--- src/rtl/pll_reset_sequencer.sv ---
`default_nettype none
// ============================================================================
// Module      : pll_reset_sequencer
// Description : Lock-qualified reset generator for the 180 MHz PLL domain.
//               Synchronises the PLL locked flag, requires a programmable run
//               of continuous lock, then holds reset for a further number of
//               cycles before releasing it. Any loss of lock while running
//               re-asserts reset and is recorded in a saturating counter and
//               a sticky flag.
// Ports       : clock           - 180 MHz PLL output clock
//               reset_n         - asynchronous active-low reset
//               locked          - PLL lock flag (asynchronous to clock)
//               clear_status    - single-cycle pulse, clears loss status
//               sys_reset_n     - registered active-low domain reset
//               ready           - high only in RUN
//               lock_lost       - sticky lock-loss flag
//               lock_loss_count - saturating lock-loss count
//               state           - FSM state for debug
// Revision    : 1.0 - initial release
// ============================================================================
module pll_reset_sequencer #(
  parameter int LOCK_STABLE_CYCLES = 1024,
  parameter int RESET_HOLD_CYCLES  = 16
) (
  input  logic       clock,
  input  logic       reset_n,
  input  logic       locked,
  input  logic       clear_status,
  output logic       sys_reset_n,
  output logic       ready,
  output logic       lock_lost,
  output logic [7:0] lock_loss_count,
  output logic [1:0] state
);

  localparam int c_max_cycles = (LOCK_STABLE_CYCLES > RESET_HOLD_CYCLES) ?
                                LOCK_STABLE_CYCLES : RESET_HOLD_CYCLES;
  localparam int c_cnt_w      = (c_max_cycles > 1) ? $clog2(c_max_cycles) : 1;

  localparam logic [1:0] c_wait_lock = 2'd0;
  localparam logic [1:0] c_stable    = 2'd1;
  localparam logic [1:0] c_hold      = 2'd2;
  localparam logic [1:0] c_run       = 2'd3;

  localparam logic [c_cnt_w-1:0] c_stable_last = c_cnt_w'(LOCK_STABLE_CYCLES - 1);
  localparam logic [c_cnt_w-1:0] c_hold_last   = c_cnt_w'(RESET_HOLD_CYCLES - 1);

  logic               r_sync1;
  logic               r_lock_sync;
  logic [1:0]         r_state;
  logic [c_cnt_w-1:0] r_cnt;
  logic               r_sys_reset_n;
  logic               r_ready;
  logic               r_lock_lost;
  logic [7:0]         r_loss_count;

  logic [1:0]         w_state_next;
  logic [c_cnt_w-1:0] w_cnt_next;
  logic               w_loss;
  logic               w_sys_reset_n_next;
  logic               w_ready_next;
  logic               w_lock_lost_next;
  logic [7:0]         w_loss_count_next;

  // State, counter, synchroniser and registered outputs.
  always_ff @(posedge clock or negedge reset_n) begin
    if (!reset_n) begin
      r_sync1       <= 1'b0;
      r_lock_sync   <= 1'b0;
      r_state       <= c_wait_lock;
      r_cnt         <= '0;
      r_sys_reset_n <= 1'b0;
      r_ready       <= 1'b0;
      r_lock_lost   <= 1'b0;
      r_loss_count  <= 8'd0;
    end else begin
      r_sync1       <= locked;
      r_lock_sync   <= r_sync1;
      r_state       <= w_state_next;
      r_cnt         <= w_cnt_next;
      r_sys_reset_n <= w_sys_reset_n_next;
      r_ready       <= w_ready_next;
      r_lock_lost   <= w_lock_lost_next;
      r_loss_count  <= w_loss_count_next;
    end
  end

  // Next-state and qualification counter. The counter is cleared on every
  // transition so it never needs to count past the larger terminal value.
  always_comb begin
    w_state_next = r_state;
    w_cnt_next   = r_cnt;
    w_loss       = 1'b0;
    case (r_state)
      c_wait_lock: begin
        w_cnt_next = '0;
        if (r_lock_sync) begin
          w_state_next = c_stable;
        end
      end
      c_stable: begin
        if (!r_lock_sync) begin
          w_state_next = c_wait_lock;
          w_cnt_next   = '0;
        end else if (r_cnt == c_stable_last) begin
          w_state_next = c_hold;
          w_cnt_next   = '0;
        end else begin
          w_cnt_next = r_cnt + 1'b1;
        end
      end
      c_hold: begin
        if (!r_lock_sync) begin
          w_state_next = c_wait_lock;
          w_cnt_next   = '0;
        end else if (r_cnt == c_hold_last) begin
          w_state_next = c_run;
          w_cnt_next   = '0;
        end else begin
          w_cnt_next = r_cnt + 1'b1;
        end
      end
      default: begin
        w_cnt_next = '0;
        if (!r_lock_sync) begin
          w_state_next = c_wait_lock;
          w_loss       = 1'b1;
        end
      end
    endcase
  end

  // Outputs are derived from the next state so they move on the same edge
  // as the state register. A loss coinciding with a clear counts from zero.
  always_comb begin
    w_sys_reset_n_next = (w_state_next == c_run);
    w_ready_next       = (w_state_next == c_run);
    w_lock_lost_next   = r_lock_lost;
    w_loss_count_next  = r_loss_count;
    if (w_loss) begin
      w_lock_lost_next = 1'b1;
      if (clear_status) begin
        w_loss_count_next = 8'd1;
      end else if (r_loss_count != 8'hFF) begin
        w_loss_count_next = r_loss_count + 8'd1;
      end
    end else if (clear_status) begin
      w_lock_lost_next  = 1'b0;
      w_loss_count_next = 8'd0;
    end
  end

  assign sys_reset_n     = r_sys_reset_n;
  assign ready           = r_ready;
  assign lock_lost       = r_lock_lost;
  assign lock_loss_count = r_loss_count;
  assign state           = r_state;

endmodule
`default_nettype wire

--- config.mk ---
export PLATFORM = sky130hd
export DESIGN_NAME = pll_reset_sequencer
export DESIGN_NICKNAME = d
export VERILOG_FILES = /design/src/rtl/pll_reset_sequencer.sv
export SDC_FILE = /design/constraint.sdc
export NUM_CORES = 1
export LEC_CHECK = 0
export CAP_MARGIN = 20
export CORE_ASPECT_RATIO = 2
export CORE_MARGIN = 1.5
export CORE_UTILIZATION = 35
export DETAILED_ROUTE_END_ITERATION = 6
export DONT_BUFFER_PORTS = 1
export MAX_ROUTING_LAYER = met4
export PLACE_DENSITY = 0.53
export SYNTH_ARGS = -nofsm -noshare
export SYNTH_HDL_FRONTEND = slang
export SYNTH_SLANG_ARGS = --single-unit
--- constraint.sdc ---
create_clock -name clock -period 2.1 [get_ports clock]
set_input_delay 0.525 -clock clock [delete_from_list [all_inputs] [get_ports clock]]
set_output_delay 0.525 -clock clock [all_outputs]
set_load 0.005 [all_outputs]
After elaboration in Yosys (flattened, before gate mapping)
Index checks and enable logic that the tools add are counted.
Widths: inputs -> output; s select.
{"block": "op_classes", "n_addsub": 2, "n_eq_ne": 6, "mux": 20, "n_reduce_logical": 5}
{"operator": "$mux 10", "n": 4}
{"operator": "$mux 8", "n": 4}
{"operator": "$pmux 10 s2", "n": 1}
{"operator": "$mux 2", "n": 6}
{"operator": "$add 10x1->10 const B", "n": 1}
{"operator": "$eq 10x10->1 const B", "n": 1}
{"operator": "$eq 10x4->1 const B", "n": 1}
{"operator": "$add 8x1->8 const B", "n": 1}
{"operator": "$ne 8x8->1 const B", "n": 1}
{"operator": "$pmux 2 s3", "n": 1}
{"operator": "$eq 2x2->1 const B", "n": 2}
{"operator": "$mux 1", "n": 4}
{"operator": "$reduce_bool 2->1", "n": 2}
{"operator": "$reduce_or 3->1", "n": 1}
{"operator": "$eq 2x1->1 const B", "n": 1}
{"operator": "$logic_not 2->1", "n": 1}
{"operator": "$reduce_and 2->1", "n": 1}
{"block": "word_totals", "ff_bits": 24, "in_bits": 4, "out_inout_bits": 13, "elab_cells": 40}

Longest topological paths before layout
Gate-level depths: netlist of the first run.
{"block": "depth", "depth_word": 5, "ltp_mapped": 6, "depth_no_buf": 6}

Worst setup path before layout of the first run
Ideal clock, no wire load.
{"block": "synth_timing", "path_kind": "reg-to-reg", "start": "reg r_state[0], in the netlist state[0]", "end": "reg r_ready, in the netlist ready", "setup_time_ns": 0.126, "arrival_ns": 1.639, "required_ns": 1.974, "slack_ns": 0.336, "stages_incl_launch_ff": 7, "path_buffers": 0, "synth_period_minus_slack_ns": 1.764, "path_cell_list": "dfrtp_1 -> inv_1 -> ha_1 -> o31ai_1 -> a21oi_1 -> or3_2 -> o31a_2"}
{"block": "synth_between", "word_cells_on_any_way": 11, "classes_between": "eq/ne: 3; mux: 7; reduce/logical: 1"}
{"element": "start, declared", "line": "50", "text": "logic [1:0] r_state;"}
{"element": "start signal, assigned", "line": "70", "text": "r_state <= c_wait_lock;"}
{"element": "start signal, assigned", "line": "79", "text": "r_state <= w_state_next;"}
{"element": "$eq 2x2->1 (tied with other cells)", "line": "94", "text": "case (r_state)"}
{"element": "$pmux 2 s3 *", "line": "94"}
{"element": "net w_state_next[1]", "line": "57", "text": "logic [1:0] w_state_next;"}
{"element": "$eq 2x2->1 *", "line": "137", "text": "w_ready_next = (w_state_next == c_run);"}
{"element": "net w_ready_next", "line": "61", "text": "logic w_ready_next;"}
{"element": "end signal, assigned", "line": "82", "text": "r_ready <= w_ready_next;"}
{"element": "end, declared", "line": "53", "text": "logic r_ready;"}
The timed path passes the listed nets; every way through them passes the cells marked *.
A chain may end at the register's enable or synchronous reset.

Worst setup path in the final report of the first run
Ends and elaborated chain as after synthesis.

==> summary.md, run 1 <==
| Metric | Value |
|---|---|
| Result of the run | `finished, final reports clean` |
| Num Clock Sinks | `24` |
| Antenna diodes | `0` |
| Synth Instances | `~130` |
| Chip height | `roughly 89 µm` |
| Count of cell types in the netlist | `39` |
| Fin cells | `178` |
| Final HPWL DP | `1850 µm` |
| Yosys reg bits | `24` |
| Hold_ws | `0.0571 ns` |
| Util after Layout | `39.2%` |
| GRT Overall Usage | `14.2%` |
| VDD IR max | `~0.32 mV` |
| Core Area | `0.00357 mm²` |
| Post-CTS sizing | `0` |
| Final WS setup | `0.131 ns` |
| Routed wire per std cell | `14.0 µm` |
| Area leader, netlist | `dfrtp_1` |
| Clock root cell | `clkbuf_8` |
| Part of the cycle the worst path needs | `93.8%` |
| TritonCTS Buffers | `3` |
| Fillcell total | `~370` |
| FF-to-FF End | `ready$_DFF_PN0_` |
| First drt pass iteration count | `4` |
| FF-to-FF setup slack | `about 0.13 ns` |
| Initial antenna violation count | `0` |
| Dpl cells | `between 150 and 200` |
| Max Slew Vio Count | `0` |
| Layout Nets | `140` |
| Dominant synthesized flop cell | `dfrtp_1` |
| CP Launch Type | `flip-flop` |
| Normalized max-slew margin | `70.8%` |
| Via density per instance | `5.34` |
| Finished layout cell area | `0.00140 mm²` |
| Layout cells sized above 1 | `10.9%` |
| RR Startpoint | `state[0]$_DFF_PN0_` |
| Residual DRC | `0` |
| Overall Power | `0.957 mW` |
| Die ar. | `0.00410 mm²` |
| ANT nets after route | `0` |
| Final WL | `2490 µm` |
| Worst-path fanout max | `7` |
| Seq/Total Area, Yosys | `46.3%` |
| Number of synthesized flops with an enable pin | `0` |
| Vias in the first global route | `915` |
| First DRT Iteration DRCs | `20` |
| CTS tree | `built` |
| Hold Violations, Final | `0` |
| Post-Syn Area | `0.00130 mm²` |
| Worst R2R Path Depth | `6` |
| Register clock-pin slew on the reported worst setup and hold paths | `0.08 ns` |
| Critical path class | `flip-flop to flip-flop` |
| Synth top area cells | `dfrtp_1 46%, ha_1 5.8%, nor2_1 5.2%` |
| Power density over cell area | `683 mW/mm²` |
| Initial core utilization | `36.4%` |
| FFs w/ async S/R, synth | `100%` |
| P&R area growth vs syn | `7.91%` |
| Longest Clk Path Bufs | `2` |
| Clock skew | `0.00263 ns` |
| RSZ-0062 raised after global routing | `false` |
| Data required, critical path | `2.26 ns` |
| Syn_area_per_cell | `10.1 µm²` |
| Vias | `950` |
| Total negative setup slack | `0 ns` |
| Overflow after GRT | `0` |
| Worst slack at placement | `0.177 ns` |
| Die Span X | `46.1 µm` |
| Placed cell areas | `0.00133 mm²` |
| # rows | `31` |
| Setup crit end kind | `flip-flop` |
| First-pass GRT wire length | `4110 µm` |
| Setup violators final | `0` |
| Clk_lat worst skew | `between 0.2 and 0.3 ns` |
| Routability cong. | `0.864` |
| H-tree depth | `1` |
| Max-cap violations | `0` |
| Clock period minus worst slack | `1.97 ns` |
| Share of the synthesized area in the top cell type | `between 40% and 50%` |
| Crit path DAT | `2.13 ns` |
| Max frequency | `508 MHz` |
| Synth Warn # | `0` |
| Net Count, Synth | `~140` |
| Slew @ Worst Pin | `between 0.4 and 0.5 ns` |
| Io pins | `17` |
| Port buffer count | `0` |
| Hold Crit Class | `input pin to asynchronous set/reset pin` |
| P_leak | `0.569 nW` |
| Largest net degree at the start of global routing | `25` |
## cell usage after synthesis, types with 3 or more instances
cell / n
dfrtp_1: 24
nor2_1: 18
inv_1: 8
nand2_1: 8
ha_1: 6
xor2_1: 6
a21oi_1: 5
o21ai_0: 4
a311oi_1: 3
nand3_1: 3
nand3b_1: 3
nand4_1: 3
## critical path: stages (launching register included)
cell     delay [ns]
dfrtp_1        0.48
inv_1          0.10
ha_1           0.27
o31ai_1        0.29
a21oi_1        0.11
or3_2          0.49
o31a_2         0.13
## sequential cells by signal, summed over array words and instances (netlist names)
register / count
lock_loss_count: 8
r_lock_sync: 1
ready: 1
r_cnt: 10
state: 2
r_sync1: 1
lock_lost: 1
## routing by layer
metal,GRT usage [%],share of wire [%]
met4,7.79,2.9
met1,13.3,38
met5,-,0
met2,25.8,56
met3,2.02,2.7
## cell usage in the layout, fill, tap and decap left out, types with 3 or more instances in the layout
cell type / count
o21ai_0: 4
clkbuf_8: 4
ha_1: 6
nand3b_1: 3
inv_1: 8
xor2_1: 6
a311oi_1: 3
nand3_1: 3
nand2_1: 8
nor2_1: 18
dfrtp_1: 24
nand4_1: 3
a21oi_1: 5
## how the worst max path moves through the flow
| stage | start | end | depth (start not counted) |
|---|---|---|---|
| after global routing | state[0]$_DFF_PN0_ | ready$_DFF_PN0_ | 6 |
| after global placement | state[0]$_DFF_PN0_ | ready$_DFF_PN0_ | 6 |
| final | state[0]$_DFF_PN0_ | ready$_DFF_PN0_ | 6 |
| after CTS | state[0]$_DFF_PN0_ | ready$_DFF_PN0_ | 6 |
| after floorplan | state[0]$_DFF_PN0_ | ready$_DFF_PN0_ | 6 |
| after detailed placement | state[0]$_DFF_PN0_ | ready$_DFF_PN0_ | 6 |
## timing repair
item / in CTS / in global routing
endpoints found under the hold margin: 24 / 0
hold buffers: 1 / 0
setup buffers: 0 / 0
## report_power, final
part | internal [mW] | leakage [nW] | switching [mW]
clock network | 0.168 | 0.0288 | 0.148
registers | 0.479 | 0.328 | 0.0280
logic | 0.0532 | 0.212 | 0.0806
total | 0.700 | 0.569 | 0.257
## cells by family (layout without fill, tap and decap cells)
family                   Yosys count  after routing  share of synthesized area (%)
AND/OR/NAND/NOR                   53             53                           23.9
AO/OA/AOI/OAI                     24             24                           12.9
flip-flops                        24             24                           46.3
buffers and inverters             12             13                           4.92
XOR/XNOR                           8              8                           5.40
adder cells (fa/ha/maj)            6              6                           5.79
multiplexers                       1              1                          0.771
## final cells by class
type | count | area (µm²) | area share, %
multi-input combinational | 92 | 633 | 45.2
tap | 49 | 61.3 | 4.38
timing repair buffer | 1 | 20.0 | 1.43
clock buffer | 4 | 55.1 | 3.93
inverter | 8 | 30.0 | 2.14
sequential | 24 | 601 | 42.9
Note: power is estimated with default switching activity, not from simulation.
==> inputs of run 2 (changes only) <==
--- a/config.mk
+++ b/config.mk
@@ -6,13 +6,11 @@
 export NUM_CORES = 1
 export LEC_CHECK = 0
 export CAP_MARGIN = 20
-export CORE_ASPECT_RATIO = 2
 export CORE_MARGIN = 1.5
 export CORE_UTILIZATION = 35
 export DETAILED_ROUTE_END_ITERATION = 6
 export DONT_BUFFER_PORTS = 1
 export MAX_ROUTING_LAYER = met4
-export PLACE_DENSITY = 0.53
 export SYNTH_ARGS = -nofsm -noshare
 export SYNTH_HDL_FRONTEND = slang
 export SYNTH_SLANG_ARGS = --single-unit
==> run 2 against run 1 <==
Effect of this change: sequential share of layout area barely moved; global-route usage fell by 0.52 points; first-iteration DRC count rose to 4.8 times the previous value.
==> summary.md, run 2 (synthesis results as in run 1) <==
| Metric | Value |
|---|---|
| Result of the run | `finished, final reports clean (unchanged)` |
| GRT Overall Usage | `13.7% (was 14.2%)` |
| Layout Nets | `141 (was 140)` |
| Port buffer count | `0 (unchanged)` |
| Vias in the first global route | `954 (was 915)` |
| Pint | `0.700 mW (about the same)` |
| Core Area | `0.00344 mm² (was 0.00357 mm²)` |
| First drt pass iteration count | `4 (unchanged)` |
| Setup violators final | `0 (unchanged)` |
| Vias | `927 (was 950)` |
| CTS tree | `built (unchanged)` |
| Slowest-stage cell, CP | `dfrtp_1 (was or3_2)` |
| Crit path DAT | `2.03 ns (was 2.13 ns)` |
| Largest net degree at the start of global routing | `25 (unchanged)` |
| Layout cells sized above 1 | `10.8% (was 10.9%)` |
| Setup crit end kind | `flip-flop (unchanged)` |
| Part of the cycle the worst path needs | `89.1% (was 93.8%)` |
| CTS Hold Bufs | `1 (unchanged)` |
| P_leak | `0.571 nW (was 0.569 nW)` |
| Crit-path cells | `inv_1 -> ha_1 -> o31ai_1 -> a21oi_1 -> or3_2 -> o31a_2 (unchanged)` |
| Metal3 WL | `91 µm (was 66 µm)` |
| TritonCTS Buffers | `3 (unchanged)` |
| Post-CTS sizing | `0 (unchanged)` |
| Overflow after GRT | `0 (unchanged)` |
| Slew @ Worst Pin | `0.498 ns (was 0.434 ns)` |
| H-tree depth | `1 (unchanged)` |
| Max-cap violations | `0 (unchanged)` |
| Clock power share | `32.4% (was 33.0%)` |
| Chip height | `63.9 µm (was 89.1 µm)` |
| Setup Buffers After CTS | `0 (unchanged)` |
| Routability cong. | `0.789 (was 0.864)` |
| WL met1 | `1150 µm (was 943 µm)` |
| Worst-path fanout max | `7 (unchanged)` |
| Normalized max-slew margin | `66.7% (was 70.8%)` |
| Clock root cell | `clkbuf_8 (unchanged)` |
| # rows | `21 (was 31)` |
| CP Buf/Inv Count | `1 (unchanged)` |
| Combinational power share | `14.2% (was 14.0%)` |
| First-pass GRT wire length | `4400 µm (was 4110 µm)` |
| Commonest non-fill, non-tap cell in the layout | `dfrtp_1 (unchanged)` |
| P&R area growth vs syn | `8.00% (was 7.91%)` |
| Hold_ws | `0.287 ns (was 0.0571 ns)` |
| Data required, critical path | `2.26 ns (about the same)` |
| Clk_lat worst skew | `0.26 ns (was 0.27 ns)` |
| Net Sw Power | `0.251 mW (was 0.257 mW)` |
| Antenna diodes | `0 (unchanged)` |
| Cell family with most CP delay | `flip-flops (was compound AO/OA/AOI/OAI gates)` |
| Longest Clk Path Bufs | `2 (unchanged)` |
| RSZ-0062 raised after global routing | `false (unchanged)` |
| ANT nets after route | `0 (unchanged)` |
| Total negative setup slack | `0 ns (unchanged)` |
| Routed wl met2 | `1130 µm (was 1400 µm)` |
| Power density over cell area | `678 mW/mm² (was 683 mW/mm²)` |
| VDD IR max | `0.490 mV (was 0.325 mV)` |
| Fin cells | `176 (was 178)` |
| Highest Signal Layer | `met4 (unchanged)` |
| FF-to-FF setup slack | `0.23 ns (was 0.13 ns)` |
| Dpl cells | `170 (was 173)` |
| Num Clock Sinks | `24 (unchanged)` |
| CP Launch Type | `flip-flop (unchanged)` |
| Register clock-pin slew on the reported worst setup and hold paths | `0.08 ns (about the same)` |
| Clock period minus worst slack | `1.87 ns (was 1.97 ns)` |
| Residual DRC | `0 (unchanged)` |
| Switching share of power | `26.4% (was 26.8%)` |
| Final WL | `2380 µm (was 2490 µm)` |
| Initial antenna violation count | `0 (unchanged)` |
| Critical path class | `flip-flop to flip-flop (unchanged)` |
| Final HPWL DP | `1740 µm (was 1850 µm)` |
| Commonest cells after routing, fill and taps aside | `24 x dfrtp_1, 18 x nor2_1, 8 x inv_1, 8 x nand2_1 (unchanged)` |
| First DRT Iteration DRCs | `96 (was 20)` |
| Initial core utilization | `37.7% (was 36.4%)` |
| Max frequency | `534 MHz (was 508 MHz)` |
| Routed wire per std cell | `13.5 µm (was 14.0 µm)` |
| Hold Violations, Final | `0 (unchanged)` |
| Max reg flops | `10 (unchanged)` |
| Io pins | `17 (unchanged)` |
| Max Slew Vio Count | `0 (unchanged)` |
| Die ar. | `0.00408 mm² (was 0.00410 mm²)` |
| Via density per instance | `5.27 (was 5.34)` |
| CP max stage delay | `0.48 ns (was 0.49 ns)` |
| Die Span X | `63.9 µm (was 46.1 µm)` |
| Hold Crit Class | `input pin to flip-flop (was input pin to asynchronous set/reset pin)` |
| Reg power frac | `53.4% (was 53.0%)` |
| Clock skew | `0.00570 ns (was 0.00263 ns)` |
| Most flops, register | `r_cnt (unchanged)` |
==> run 2: path summary, 6_finish.rpt <==
path | from | to | cells after the start
worst max-delay path | state[0]$_DFF_PN0_ | ready$_DFF_PN0_ | 6
min in group asynchronous | reset_n | r_cnt[8]$_DFF_PN0_ | 1
worst min-delay path | locked | r_sync1$_DFF_PN0_ | 0
max in group asynchronous | reset_n | r_cnt[4]$_DFF_PN0_ | 2
worst min register to register | r_sync1$_DFF_PN0_ | r_lock_sync$_DFF_PN0_ | 0
worst max register to register | state[0]$_DFF_PN0_ | ready$_DFF_PN0_ | 6
==> run 2: cell type report <==
cell class / instances / area [µm²]
Sequential cell: 24 / 601
Inverter: 8 / 30.0
Clock buffer: 4 / 55.1
Fill cell: 339 / 2040
Timing Repair Buffer: 2 / 25.0
Multi-Input combinational cell: 92 / 633
Tap cell: 46 / 57.6
==> run 2: through the flow <==
stage          setup WS, ns  util, %  cell area, µm²  total power [mW]
2_1_floorplan         0.336        -            1300             0.621
3_3_place_gp          0.277     38.4            1320             0.630
3_5_place_dp          0.219     38.4            1320             0.640
4_1_cts               0.204     40.3            1390             0.968
5_1_grt              0.0818     40.7            1400              1.01
6_report              0.228     40.7            1400             0.951
==> run 2: routing by layer <==
layer	vias to the layer above	track usage (%)
li1	458	-
met1	452	17.8
met2	15	21.2
met3	2	4.23
met4	0	2.45
met5	-	-
==> run 2: power groups by stage <==
stage / logic [mW] / registers (mW) / clock network [mW]
6_report: 0.135 / 0.508 / 0.308
5_1_grt: 0.155 / 0.516 / 0.335
4_1_cts: 0.132 / 0.510 / 0.325
3_5_place_dp: 0.121 / 0.519 / 0
3_3_place_gp: 0.115 / 0.514 / 0
2_1_floorplan: 0.111 / 0.509 / 0
==> inputs of run 3 (changes only) <==
--- a/config.mk
+++ b/config.mk
@@ -5,6 +5,7 @@
 export SDC_FILE = /design/constraint.sdc
 export NUM_CORES = 1
 export LEC_CHECK = 0
+export ABC_AREA = 1
 export CAP_MARGIN = 20
 export CORE_MARGIN = 1.5
 export CORE_UTILIZATION = 35
==> run 3 against run 2 <==
Effect of this change: combinational power increased by 33%; final area increased by 3.2%; sequential share of layout area decreased by 1.3 points; first-iteration DRC count decreased by 43%; wire length increased by 2.2%; count of clock-buffer cells in the layout decreased by 1; sequential power about the same; largest cell class unchanged; area after synthesis increased by 1.3%; total power increased by 15%; global-route usage increased by 0.69 points; critical path depth increased by 2; largest power group unchanged.
==> summary.md, run 3 <==
| Metric | Value |
|---|---|
| Commonest non-fill, non-tap cell in the layout | `nand2_1 (was dfrtp_1)` |
| H-tree depth | `1 (unchanged)` |
| Final HPWL DP | `1850 µm (was 1740 µm)` |
| Met1 GRT Util | `18.0% (was 17.8%)` |
| Total negative setup slack | `0 ns (unchanged)` |
| First drt pass iteration count | `4 (unchanged)` |
| Grt peak-use layer | `met2 (unchanged)` |
| CTS tree | `built (unchanged)` |
| Result of the run | `finished, final reports clean (unchanged)` |
| Commonest cells after routing, fill and taps aside | `36 x nand2_1, 24 x dfrtp_1, 21 x nor2_1 (was 24 x dfrtp_1, 18 x nor2_1, 8 x inv_1, 8 x nand2_1)` |
| Syn_area_per_cell | `8.16 µm² (was 10.1 µm²)` |
| Largest net degree at the start of global routing | `25 (unchanged)` |
| Vias | `997 (was 927)` |
| Post-Syn Area | `0.00131 mm² (was 0.00130 mm²)` |
| Most common cell in the netlist | `nand2_1 (was dfrtp_1)` |
| P&R area growth vs syn | `10.1% (was 8.00%)` |
| Critical path class | `flip-flop to flip-flop (unchanged)` |
| Longest Clk Path Bufs | `2 (unchanged)` |
| # rows | `22 (was 21)` |
| Num Clock Sinks | `24 (unchanged)` |
| Worst-path fanout max | `11 (was 7)` |
| Share of the synthesized area in the top cell type | `45.7% (was 46.3%)` |
| Most flops, register | `r_cnt (unchanged)` |
| Via density per instance | `4.70 (was 5.27)` |
| Layout Nets | `175 (was 141)` |
| Die ar. | `0.00413 mm² (was 0.00408 mm²)` |
| P_leak | `0.673 nW (was 0.571 nW)` |
| Residual DRC | `0 (unchanged)` |
| Slew @ Worst Pin | `0.270 ns (was 0.498 ns)` |
| GRT Overall Usage | `14.4% (was 13.7%)` |
| Routability cong. | `0.885 (was 0.789)` |
| Vias in the first global route | `1025 (was 954)` |
| Clock skew | `0.00446 ns (was 0.00570 ns)` |
| Core Area | `0.00363 mm² (was 0.00344 mm²)` |
| Seq/Total Area, Yosys | `45.7% (was 46.3%)` |
| VDD IR max | `0.404 mV (was 0.490 mV)` |
| Net Count, Synth | `171 (was 138)` |
| FFs w/ async S/R, synth | `100% (unchanged)` |
| Max reg flops | `10 (unchanged)` |
| Max Slew Vio Count | `0 (unchanged)` |
| ANT nets after route | `0 (unchanged)` |
| TritonCTS Buffers | `3 (unchanged)` |
| Synth Instances | `161 (was 128)` |
| Overflow after GRT | `0 (unchanged)` |
| Routed wire per std cell | `11.5 µm (was 13.5 µm)` |
| Antenna diodes | `0 (unchanged)` |
| Io pins | `17 (unchanged)` |
| Dominant synthesized flop cell | `dfrtp_1 (unchanged)` |
| Initial antenna violation count | `0 (unchanged)` |
| First DRT Iteration DRCs | `55 (was 96)` |
| Clock root cell | `clkbuf_8 (unchanged)` |
| Post-CTS sizing | `0 (unchanged)` |
| Top cell by count, worst path | `nor2_1` |
| Slowest-stage cell, CP | `dfrtp_1 (unchanged)` |
| Layout cells sized above 1 | `12.2% (was 10.8%)` |
| RSZ-0062 raised after global routing | `false (unchanged)` |
| Chip height | `64.3 µm (was 63.9 µm)` |
| Crit-path cells | `ha_1 -> nand2_1 -> nor2_2 -> nand3_1 -> nand2_2 -> nor2_1 -> xnor2_1 -> nor2_1 (was inv_1 -> ha_1 -> o31ai_1 -> a21oi_1 -> or3_2 -> o31a_2)` |
| Max frequency | `637 MHz (was 534 MHz)` |
| Crit path DAT | `1.74 ns (was 2.03 ns)` |
| Normalized max-slew margin | `81.9% (was 66.7%)` |
| Final WL | `2430 µm (was 2380 µm)` |
| CP Launch Type | `flip-flop (unchanged)` |
| Initial core utilization | `36.2% (was 37.7%)` |
| Hold Crit Class | `input pin to asynchronous set/reset pin (was input pin to flip-flop)` |
| Setup crit end kind | `flip-flop (unchanged)` |
| Max-cap violations | `0 (unchanged)` |
| Area leader, netlist | `dfrtp_1 (unchanged)` |
| Yosys reg bits | `24 (unchanged)` |
| First-pass GRT wire length | `4440 µm (was 4400 µm)` |
| Clock period minus worst slack | `1.57 ns (was 1.87 ns)` |
| Clk_lat worst skew | `0.27 ns (was 0.26 ns)` |
| GRT met2 Usage | `22.5% (was 21.2%)` |
| Util after Layout | `39.8% (was 40.7%)` |
| Number of synthesized flops with an enable pin | `0 (unchanged)` |
| CP max stage delay | `0.44 ns (was 0.48 ns)` |
| Synth Warn # | `0 (unchanged)` |
| Register clock-pin slew on the reported worst setup and hold paths | `0.09 ns (was 0.08 ns)` |
| Count of cell types in the netlist | `25 (was 39)` |
| Part of the cycle the worst path needs | `74.8% (was 89.1%)` |
| Port buffer count | `0 (unchanged)` |
| Synth top area cells | `dfrtp_1 46%, nand2_1 10%, nor2_1 6.0% (was dfrtp_1 46%, ha_1 5.8%, nor2_1 5.2%)` |
| Synth top cells by count | `36 x nand2_1, 24 x dfrtp_1, 21 x nor2_1, 20 x inv_1, 9 x a21oi_1 (was 24 x dfrtp_1, 18 x nor2_1, 8 x inv_1, 8 x nand2_1)` |
| Data required, critical path | `2.27 ns (was 2.26 ns)` |
| Hold Violations, Final | `0 (unchanged)` |
| Power density over cell area | `759 mW/mm² (was 678 mW/mm²)` |
| Setup violators final | `0 (unchanged)` |
| Die Span X | `64.3 µm (was 63.9 µm)` |
| Met3 GRT Util | `2.64% (was 4.23%)` |
==> run 3: cell count changes in the layout (fill, tap and decap cells not counted), sizes merged, moves of 4 or more <==
cell / previous run / this run
nor3: 0 / 7
nand2: 8 / 39
a21oi: 5 / 11
nor2: 18 / 24
xor2: 6 / 2
inv: 8 / 23
nand3: 4 / 9
==> run 3: final cells by class <==
class	instances	area [µm²]
fill	380	2190
multi-input combinational	112	608
sequential	24	601
inverter	23	86.3
tap	48	60.1
clock buffer	3	41.3
clock inverter	1	30.0
timing repair buffer	1	20.0
==> run 3: cell families after synthesis <==
logic type	Yosys count	share of synthesized area, %
compound gates	20	9.52
simple gates	82	28.4
buf+inv	25	8.00
xor+xnor	4	2.67
fa+ha+maj	6	5.71
flops	24	45.7
==> run 3: path summary, 6_finish.rpt <==
path	from	end	slack (ns)	depth (start not counted)
min in group clock	locked	r_sync1$_DFF_PN0_	0.27	0
worst max-delay path	lock_loss_count[0]$_DFFE_PN0P_	lock_loss_count[6]$_DFFE_PN0P_	0.53	8
max in group asynchronous	reset_n	lock_loss_count[0]$_DFFE_PN0P_	1.90	1
worst max register to register	lock_loss_count[0]$_DFFE_PN0P_	lock_loss_count[6]$_DFFE_PN0P_	0.53	8
worst min-delay path	reset_n	r_cnt[3]$_DFF_PN0_	0.05	1
worst min register to register	r_sync1$_DFF_PN0_	r_lock_sync$_DFF_PN0_	0.36	0
==> run 3: where the power goes <==
part	leakage (nW)	internal [mW]	total, mW	switching (mW)
sequential	0.328	0.479	0.506	0.0269
combinational	0.309	0.0667	0.180	0.114
clock	0.0357	0.255	0.411	0.156
==> run 3: per-layer routing <==
layer  up-vias  part of all wire (%)
met5         -                     0
met4         0                   2.0
met3         5                   2.7
met2        19                    48
met1       461                    48
li1        512                     -
==> run 3: critical path, delay by kind of cell (launching register included) <==
family | cells | cell delay (ns)
flops | 1 | 0.44
fa+ha+maj | 1 | 0.20
simple gates | 6 | 0.68
xor+xnor | 1 | 0.14
==> run 3: through the flow <==
step           cell area [µm²]  hold WS, ns  total power, mW  cells  setup WS, ns
6_report                  1450       0.0527             1.10    212         0.530
5_1_grt                   1450       0.0497             1.16    212         0.356
4_1_cts                   1450       0.0472             1.12    212         0.536
3_5_place_dp              1360        0.231            0.685    207         0.547
3_3_place_gp              1360        0.230            0.679    207         0.567
2_1_floorplan             1310        0.229            0.652    161         0.703
==> run 3: timing repair <==
action	in CTS	in global routing
endpoints found under the hold margin	24	0
hold buffers	1	0
setup buffers	0	0
